### config.mk
export PLATFORM = sky130hd
export DESIGN_NAME = trng_key_sched
export DESIGN_NICKNAME = d
export VERILOG_FILES = /design/src/rtl/trng_sched_pkg.sv /design/src/rtl/trng_rr_arbiter.sv /design/src/rtl/trng_key_sched.sv
export SDC_FILE = /design/constraint.sdc
export NUM_CORES = 1
export LEC_CHECK = 0
export ABC_CLOCK_PERIOD_IN_PS = 3800
export CORE_MARGIN = 3
export CORE_UTILIZATION = 25
export CTS_BUF_LIST = sky130_fd_sc_hd__clkbuf_4
export DETAILED_ROUTE_END_ITERATION = 16
export GPL_ROUTABILITY_DRIVEN = 0
export SYNTH_ARGS = -nofsm -noshare
export SYNTH_HDL_FRONTEND = slang
export SYNTH_SLANG_ARGS = --single-unit
### constraint.sdc
create_clock -name clk -period 3.8 [get_ports clk]
set_input_delay 0.57 -clock clk [delete_from_list [all_inputs] [get_ports clk]]
set_output_delay 0.57 -clock clk [all_outputs]
set_load 0.02 [all_outputs]
### src/rtl/trng_sched_pkg.sv
// Shared types for the TRNG key scheduler: FSM states, fault causes and the
// delivery counter width.
package trng_sched_pkg;

  typedef enum logic [2:0] {
    IDLE,
    WARMUP,
    WAIT_KEY,
    DELIVER,
    RELEASE,
    FAULT
  } state_t;

  typedef enum logic [1:0] {
    FC_NONE    = 2'b00,
    FC_ALARM   = 2'b01,
    FC_TIMEOUT = 2'b10
  } fault_cause_t;

  localparam int KEY_CNT_W = 16;

endpackage

### src/rtl/trng_rr_arbiter.sv
// Combinational round-robin pick: first set request at or after the pointer,
// wrapping, as one-hot grant plus index.
module trng_rr_arbiter
  import trng_sched_pkg::*;
#(
  parameter int N_REQ = 4,
  localparam int IDX_W = $clog2(N_REQ)
) (
  input  logic [N_REQ-1:0] i_req,
  input  logic [IDX_W-1:0] i_ptr,
  output logic [N_REQ-1:0] o_grant,
  output logic [IDX_W-1:0] o_idx,
  output logic             o_any
);

  always_comb begin
    int   j;
    logic found;
    o_grant = '0;
    o_idx   = '0;
    found   = 1'b0;
    for (int i = 0; i < N_REQ; i++) begin
      j = int'(i_ptr) + i;
      if (j >= N_REQ) j = j - N_REQ;
      if (!found && i_req[j]) begin
        found      = 1'b1;
        o_idx      = IDX_W'(j);
        o_grant[j] = 1'b1;
      end
    end
    o_any = found;
  end

endmodule

### src/rtl/trng_key_sched.sv
// Shares one TRNG core among N_REQ key consumers: warm-up gating, round-robin
// grant, single-shot key delivery with zeroization, and a sticky fault.
module trng_key_sched
  import trng_sched_pkg::*;
#(
  parameter int N_REQ          = 4,
  parameter int N_BITS_KEY     = 32,
  parameter int WARMUP_CYCLES  = 16,
  parameter int TIMEOUT_CYCLES = 4096
) (
  input  logic                  clk,
  input  logic                  rst,
  input  logic [N_REQ-1:0]      req_i,
  input  logic [N_REQ-1:0]      rsp_ready_i,
  output logic [N_REQ-1:0]      key_valid_o,
  output logic [N_BITS_KEY-1:0] key_o,
  output logic                  trng_enable_o,
  input  logic                  trng_key_ready_i,
  input  logic [N_BITS_KEY-1:0] trng_key_i,
  output logic                  trng_ack_read_o,
  input  logic                  trng_intr_i,
  input  logic                  clear_fault_i,
  output logic                  busy_o,
  output logic                  fault_o,
  output logic [1:0]            fault_cause_o,
  output logic [KEY_CNT_W-1:0]  keys_delivered_o
);

  localparam int IDX_W  = $clog2(N_REQ);
  localparam int WARM_W = $clog2(WARMUP_CYCLES) + 1;
  localparam logic [WARM_W-1:0] WARM_LOAD = WARM_W'(WARMUP_CYCLES - 1);
  localparam logic [31:0]       TO_LAST   = 32'(TIMEOUT_CYCLES - 1);
  localparam logic [IDX_W-1:0]  IDX_LAST  = IDX_W'(N_REQ - 1);

  state_t                r_state, w_state_nxt;
  fault_cause_t          r_cause, w_cause_nxt;
  logic [IDX_W-1:0]      r_ptr, r_gidx, w_nxt_ptr, w_arb_ptr, w_arb_idx;
  logic [N_REQ-1:0]      r_goh, w_arb_oh;
  logic                  w_arb_any, w_req_g;
  logic [WARM_W-1:0]     r_warm;
  logic [31:0]           r_to;
  logic [N_BITS_KEY-1:0] r_key;
  logic [KEY_CNT_W-1:0]  r_keys_cnt;
  logic                  w_grant_ld, w_capture, w_delivered;

  assign w_req_g   = |(req_i & r_goh);
  assign w_nxt_ptr = (r_gidx == IDX_LAST) ? '0 : r_gidx + 1'b1;
  // RELEASE arbitrates from the slot after the one just served
  assign w_arb_ptr = (r_state == RELEASE) ? w_nxt_ptr : r_ptr;

  trng_rr_arbiter #(.N_REQ(N_REQ)) u_arb (
    .i_req   (req_i),
    .i_ptr   (w_arb_ptr),
    .o_grant (w_arb_oh),
    .o_idx   (w_arb_idx),
    .o_any   (w_arb_any)
  );

  always_comb begin
    w_state_nxt = r_state;
    w_cause_nxt = r_cause;
    w_grant_ld  = 1'b0;
    w_capture   = 1'b0;
    w_delivered = 1'b0;
    case (r_state)
      IDLE: begin
        if (w_arb_any) begin
          w_grant_ld  = 1'b1;
          w_state_nxt = WARMUP;
        end
      end
      WARMUP: begin
        if (trng_intr_i) begin
          w_state_nxt = FAULT;
          w_cause_nxt = FC_ALARM;
        end else if (!w_req_g && !w_arb_any) begin
          w_state_nxt = IDLE;
        end else begin
          w_grant_ld = !w_req_g;
          if (r_warm == '0) w_state_nxt = WAIT_KEY;
        end
      end
      WAIT_KEY: begin
        if (trng_intr_i) begin
          w_state_nxt = FAULT;
          w_cause_nxt = FC_ALARM;
        end else if (TIMEOUT_CYCLES != 0 && r_to == TO_LAST) begin
          w_state_nxt = FAULT;
          w_cause_nxt = FC_TIMEOUT;
        end else if (trng_key_ready_i) begin
          w_capture   = 1'b1;
          w_state_nxt = DELIVER;
        end else if (!w_req_g) begin
          if (w_arb_any) w_grant_ld = 1'b1;
          else           w_state_nxt = IDLE;
        end
      end
      DELIVER: begin
        if (trng_intr_i) begin
          w_state_nxt = FAULT;
          w_cause_nxt = FC_ALARM;
        end else if (|(rsp_ready_i & r_goh)) begin
          w_delivered = 1'b1;
          w_state_nxt = RELEASE;
        end else if (!w_req_g) begin
          w_state_nxt = RELEASE;
        end
      end
      RELEASE: begin
        if (trng_intr_i) begin
          w_state_nxt = FAULT;
          w_cause_nxt = FC_ALARM;
        end else if (w_arb_any) begin
          w_grant_ld  = 1'b1;
          w_state_nxt = WAIT_KEY;
        end else begin
          w_state_nxt = IDLE;
        end
      end
      FAULT: begin
        if (clear_fault_i && !trng_intr_i) begin
          w_state_nxt = IDLE;
          w_cause_nxt = FC_NONE;
        end
      end
      default: w_state_nxt = IDLE;
    endcase
  end

  always_ff @(posedge clk or posedge rst) begin
    if (rst) begin
      r_state    <= IDLE;
      r_cause    <= FC_NONE;
      r_ptr      <= '0;
      r_gidx     <= '0;
      r_goh      <= '0;
      r_warm     <= '0;
      r_to       <= '0;
      r_key      <= '0;
      r_keys_cnt <= '0;
    end else begin
      r_state <= w_state_nxt;
      r_cause <= w_cause_nxt;
      if (w_grant_ld) begin
        r_gidx <= w_arb_idx;
        r_goh  <= w_arb_oh;
      end
      if (r_state == RELEASE) r_ptr <= w_nxt_ptr;
      if (r_state == IDLE)                         r_warm <= WARM_LOAD;
      else if (r_state == WARMUP && r_warm != '0)  r_warm <= r_warm - 1'b1;
      if (r_state == WAIT_KEY && w_state_nxt == WAIT_KEY) r_to <= r_to + 32'd1;
      else                                                r_to <= '0;
      // Key lives only while DELIVER holds it; any exit wipes it
      if (w_capture)                   r_key <= trng_key_i;
      else if (w_state_nxt != DELIVER) r_key <= '0;
      if (w_delivered && r_keys_cnt != '1) r_keys_cnt <= r_keys_cnt + 1'b1;
    end
  end

  assign key_valid_o      = (r_state == DELIVER) ? r_goh : '0;
  assign key_o            = (r_state == DELIVER) ? r_key : '0;
  assign trng_enable_o    = (r_state == WARMUP) || (r_state == WAIT_KEY) ||
                            (r_state == DELIVER) || (r_state == RELEASE);
  assign trng_ack_read_o  = (r_state == RELEASE);
  assign busy_o           = (r_state != IDLE);
  assign fault_o          = (r_state == FAULT);
  assign fault_cause_o    = r_cause;
  assign keys_delivered_o = r_keys_cnt;

endmodule
# Word level (Yosys, flattened, before mapping)
# Cells that the tools add are included.
# totals
ff_bits	98
latchBits	0
ramBits	0
mem_bits_ro	0
in_bits	45
output_inout_bits	58
wordCells	164
mem_count	0
# classes
n_addsub	11
n_mul	0
div	0
n_lt_le_gt_ge	12
eq_ne	13
shift	0
mux	82
n_bitwise	5
reduce_logical	32
# op_table
op	n
2-to-1 mux 32 bit	8
>= comparator 32 x 1 -> 1 bit (second input constant)	4
< comparator 32 x 4 -> 1 bit (second input constant)	4
>= comparator 32 x 4 -> 1 bit (second input constant)	3
subtractor 32 x 4 -> 32 bit (second input constant)	3
2-to-1 mux 3 bit	14
adder 32 x 1 -> 32 bit (second input constant)	1
== test 32 x 12 -> 1 bit (second input constant)	1
2-to-1 mux 1 bit	31
2-to-1 mux 2 bit	11
2-to-1 mux 4 bit	5
case mux 3 bit (6 select lines)	1
adder 16 x 1 -> 16 bit (second input constant)	1
!= test 16 bit (second input constant)	1
logical AND 1 bit	12
bitwise OR 4 bit	3
2-to-1 mux 5 bit	2
== test 3 x 2 -> 1 bit (second input constant)	3
bitwise AND 4 bit	2
binary-select mux 1 bit (select 2 bit)	4
demux 1 bit (select 2 bit)	4
OR reduction 4 bit	2
adder 2 x 2 -> 3 bit (second input constant)	2
== test 3 bit (second input constant)	2
other kinds (21)	31

# Depth between registers and ports, before layout
# depth
depth_word	27
ltp_mapped	12
mapped_depth_nobuf	10

# Cells and area by module
# From an unflattened synthesis, not the netlist that was laid out.
# unflattened
hier_cells	527
hier_area_um2	5386.4
# by_module_without_submodules
module	n_inst	cells_each	area_per_inst_um2	seq_area_each_um2
trng_key_sched	1	479	4926.0	2452.4
trng_rr_arbiter	1	48	460.4	0.0

# Worst setup path after synthesis
# No wires, ideal clock.
# synth_path
path_kind	reg2reg
from	register r_state[0]
to	register r_state[1]
setup_time_ns	0.126
arrival_ns	3.153
required_time_ns	3.674
path_slack_ns	0.521
path_stages_with_launch	12
n_path_buf	1
period_less_slack_ns	3.279
cell_sequence	dfrtp_1 or3b_1 buf_6 inv_6 mux2i_1 inv_1 ha_1 inv_1 mux4_2 and4bb_2 o221ai_2 a311o_1
# synth_via
elab_chain_cells	23
elab_cells_between_ends	57
cone_classes	add/sub: 7; order compare: 4; eq/ne: 5; mux: 32; reduce/logical: 9
# synth_rtl
item	line_no	text
from (decl)	trng_key_sched.sv:35	state_t r_state, w_state_nxt;
from (signal assigned)	trng_key_sched.sv:142	r_state <= w_state_nxt;
== test 3 bit (*)	-	
via trng_ack_read_o	trng_key_sched.sv:20	output logic trng_ack_read_o,
parallel branches: the longest is 21 deep, another holds subtractor 32 x 4 -> 32 bit	-	
case mux 3 bit (6 select lines) (*)	trng_key_sched.sv:65	case (r_state)
via w_state_nxt[1]	trng_key_sched.sv:35	
# Mark *: on every way through the listed nets, which the timed path passes. The select of a mux whose other input is x is not followed.
# A chain may end at the register's enable or synchronous reset.

# Worst setup path after layout
# layout_path
from	register r_state[1]
to	register r_to[21]
# layout_via
elab_chain_cells	26
elab_cells_between_ends	65
cone_classes	add/sub: 7; order compare: 4; eq/ne: 6; mux: 38; reduce/logical: 10
# layout_rtl
item	line_no	text
parallel branches: the longest is 24 deep, another holds subtractor 32 x 4 -> 32 bit	-	
logical AND 1 bit (*)	trng_key_sched.sv:151	if (r_state == WAIT_KEY && w_state_nxt == WAIT_KEY) r_to <= r_to + 32'd1;
2-to-1 mux 32 bit (*)	trng_key_sched.sv:151	
to (signal assigned)	trng_key_sched.sv:151	
to (decl)	trng_key_sched.sv:41	logic [31:0] r_to;
# Every way passes the cells marked *. The select of a mux whose other input is x is not followed.

==> impl_metrics.json <==
{
  "crit_family": "simple AND/OR/NAND/NOR gates",
  "criticalPathCategory": "reg2reg",
  "slowest_stage": "or3b_1",
  "die_area_um2": 22600,
  "hold_class": "reg2reg",
  "ys_seq_elements": 98,
  "ys_dominant_reg_cell": "dfrtp_1",
  "cts.clk_slew.worst_paths_ns": 0.17,
  "required_ns": 4.15,
  "cts_tree": "done",
  "drive_above_1_share": 0.0723,
  "portBuffers": 102,
  "ys_seq_area_frac": 0.470,
  "placementRows": 52,
  "critPathCaptureType": "register",
  "synthToLayoutAreaGrowth_pct": 29.1,
  "max-cap-violations": 0,
  "critPathArrivalTime_ns": 3.80,
  "setup_viol": 0,
  "cts_buffer_depth": 2,
  "tns_ns": 0,
  "initial_core_util": 0.256,
  "outcome": "finished clean",
  "ctsHoldBuffers": 0,
  "avgRoutedWirePerCell_um": 14.8,
  "tightest_slew_ns": 0.784,
  "cp_common_cell": "inv_1",
  "max_stage_delay_ns": 0.59,
  "yosysWarnings": 0,
  "grt_pass1_vias": 4333,
  "crit_fanout": 31,
  "max_freq_mhz": 290,
  "synth_edf_count": 0,
  "root_buffer": "clkbuf_4",
  "synthCells": 519,
  "p_per_area_nw_per_um2": 501,
  "skew_ns": 0.0231,
  "rsz0062_at_grt": "false",
  "cts_resized": 0,
  "cp_num_buf_inv": 4,
  "min_period_ns": 3.44,
  "die-width_um": 150,
  "yosysUniqueCellTypes": 57,
  "dr.pass1.iters": 4,
  "antenna_left": 0,
  "post-dp-hpwl_mm": 9.35,
  "numCtsBuffers": 9,
  "drv_slew": 0,
  "whs_ns": 0.508,
  "clock_sinks": 98,
  "fin_crit_sh": 0.906,
  "grt_overflow": 0,
  "io_pins": 103,
  "die_y_um": 150,
  "core_area_um2": 20400,
  "clock_latency_ns": 0.47,
  "power_leakage_uw": 0.00290,
  "maxSlewHeadroom": 0.474,
  "finalHoldViolations": 0,
  "drc": 0,
  "wl_mm": 13.2,
  "antenna_found_initial": 1,
  "htree_levels": 3,
  "grtUsageTotal": 0.123,
  "routed_via_density": 4.79,
  "path_cells": "or3b_1 > inv_6 > mux2i_1 > inv_1 > ha_1 > inv_1 > mux4_2 > or2_1 > o31ai_4 > buf_4 > nor2_1",
  "grt_max_degree": 55,
  "syn_avg_cell_area_um2": 10.0,
  "drt_iter0_drc": 197,
  "vias": 4278,
  "grt_pass1_wl_mm": 22.3,
  "synth-async-reset-ratio": 1.00,
  "syn_nets": 571,
  "post_cts_buffers": 0,
  "ir_drop_mv": 0.263,
  "syn_area_um2": 5210,
  "fin_nets": 669,
  "cp-start-kind": "register"
}
-- through the flow --
| stage | worst slack (ns) | total power, uW | util | instance area [um2] | cells |
|---|---|---|---|---|---|
| detailed placement | 0.356 | 2760 | 0.322 | 6560 | 876 |
| global route | 0.136 | 3640 | 0.330 | 6730 | 892 |
| floorplan | 0.521 | 2290 | - | 5210 | 519 |
| global placement | 0.429 | 2750 | 0.322 | 6560 | 876 |
| CTS | 0.318 | 3420 | 0.330 | 6730 | 892 |
| finish | 0.356 | 3370 | 0.330 | 6730 | 893 |
-- cells in the mapped netlist (all sizes together) (2+ instances only) --
library cell,number,area share
a21oi,9,0.0086
a22o,34,0.057
a22oi,5,0.0072
a31oi,3,0.0036
and2,3,0.0036
and3,46,0.055
and4,3,0.0050
buf,5,0.0074
clkbuf,24,0.017
dfrtp,98,0.47
ha,7,0.017
inv,16,0.012
mux2,10,0.022
mux2i,16,0.031
nand2,27,0.019
nand2b,3,0.0036
nand3,25,0.024
nand4,11,0.013
nor2,54,0.039
nor2b,6,0.0072
nor3,13,0.012
nor4,10,0.012
nor4b,2,0.0034
o211a,2,0.0038
o211ai,2,0.0029
o21ai,8,0.0077
o221ai,3,0.0062
o32a,2,0.0038
o41ai,2,0.0034
or2,3,0.0036
or3,3,0.0036
xnor2,27,0.045
xor2,22,0.037
-- layout by cell type, fill, tap and decap left out, types with 10 or more instances in the layout --
cell type        instances
and3_1                  46
xor2_1                  22
buf_4                   14
nor3_1                  12
clkdlybuf4s50_1        102
xnor2_1                 27
a22o_1                  34
inv_1                   14
nand2_1                 27
nor2_1                  54
nor4_1                  10
nand3_1                 25
dfrtp_1                 98
mux2i_1                 15
nand4_1                 11
-- area by class of cell --
class / count / area (um2)
repair buffers: 116 / 1130
diodes: 1 / 2.50
flip-flops and latches: 98 / 2450
inverters: 16 / 67.6
clock inverters: 7 / 100
multi-input cells: 376 / 2570
well taps: 270 / 338
clock buffers: 9 / 67.6
fillers: 2052 / 13600
-- cells by family (layout without fill, tap and decap cells) --
kind of cell             count (synthesis)  in the layout  synth area share
multiplexers                            27             27            0.0574
other                                    0              1                 0
AO/OA/AOI/OAI                           80             80             0.123
XOR/XNOR                                49             49            0.0823
flip-flops                              98             98             0.470
AND/OR/NAND/NOR                        213            213             0.213
buffers and inverters                   45            148            0.0372
adder cells (fa/ha/maj)                  7              7            0.0168
-- routing by layer --
metal  share of wire  up-vias  track usage
met4           0.018        2       0.0297
met3           0.066       19       0.0406
li1                -     2071            -
met2            0.45      122        0.188
met1            0.47     2064        0.167
met5         0.00098        -            0
-- state kept, by name (all words and copies together), names as in the netlist --
| name | count |
|---|---|
| fault_cause_o | 2 |
| keys_delivered_o | 16 |
| r_gidx | 2 |
| r_goh | 4 |
| r_key | 32 |
| r_ptr | 2 |
| r_state | 3 |
| r_to | 32 |
| r_warm | 5 |
-- worst paths after layout --
kind / end / slack, ns / cells after the start / startpoint
worst min register to register: keys_delivered_o[9] / 0.51 / 1 / keys_delivered_o[9]
worst min-delay path: keys_delivered_o[9] / 0.51 / 1 / keys_delivered_o[9]
max in group asynchronous: r_to[29] / 2.44 / 3 / rst
min in group asynchronous: r_key[11] / 0.53 / 2 / rst
worst max-delay path: r_to[21] / 0.36 / 11 / r_state[1]
worst max register to register: r_to[21] / 0.36 / 11 / r_state[1]
-- worst register-to-register path: stages (launching register included) --
cell and delay [ns]:
dfrtp_1 0.52, or3b_1 0.59, inv_6 0.15, mux2i_1 0.22
inv_1 0.08, ha_1 0.29, inv_1 0.11, mux4_2 0.41
or2_1 0.32, o31ai_4 0.22, buf_4 0.34, nor2_1 0.10
-- report_power, final --
part           internal, uW  leakage, uW  switching, uW
logic                   633      0.00149            874
registers              1140      0.00133           92.5
clock network           220    0.0000817            413
total                  1990      0.00290           1380
No activity file was read; power rests on OpenSTA's default activity.
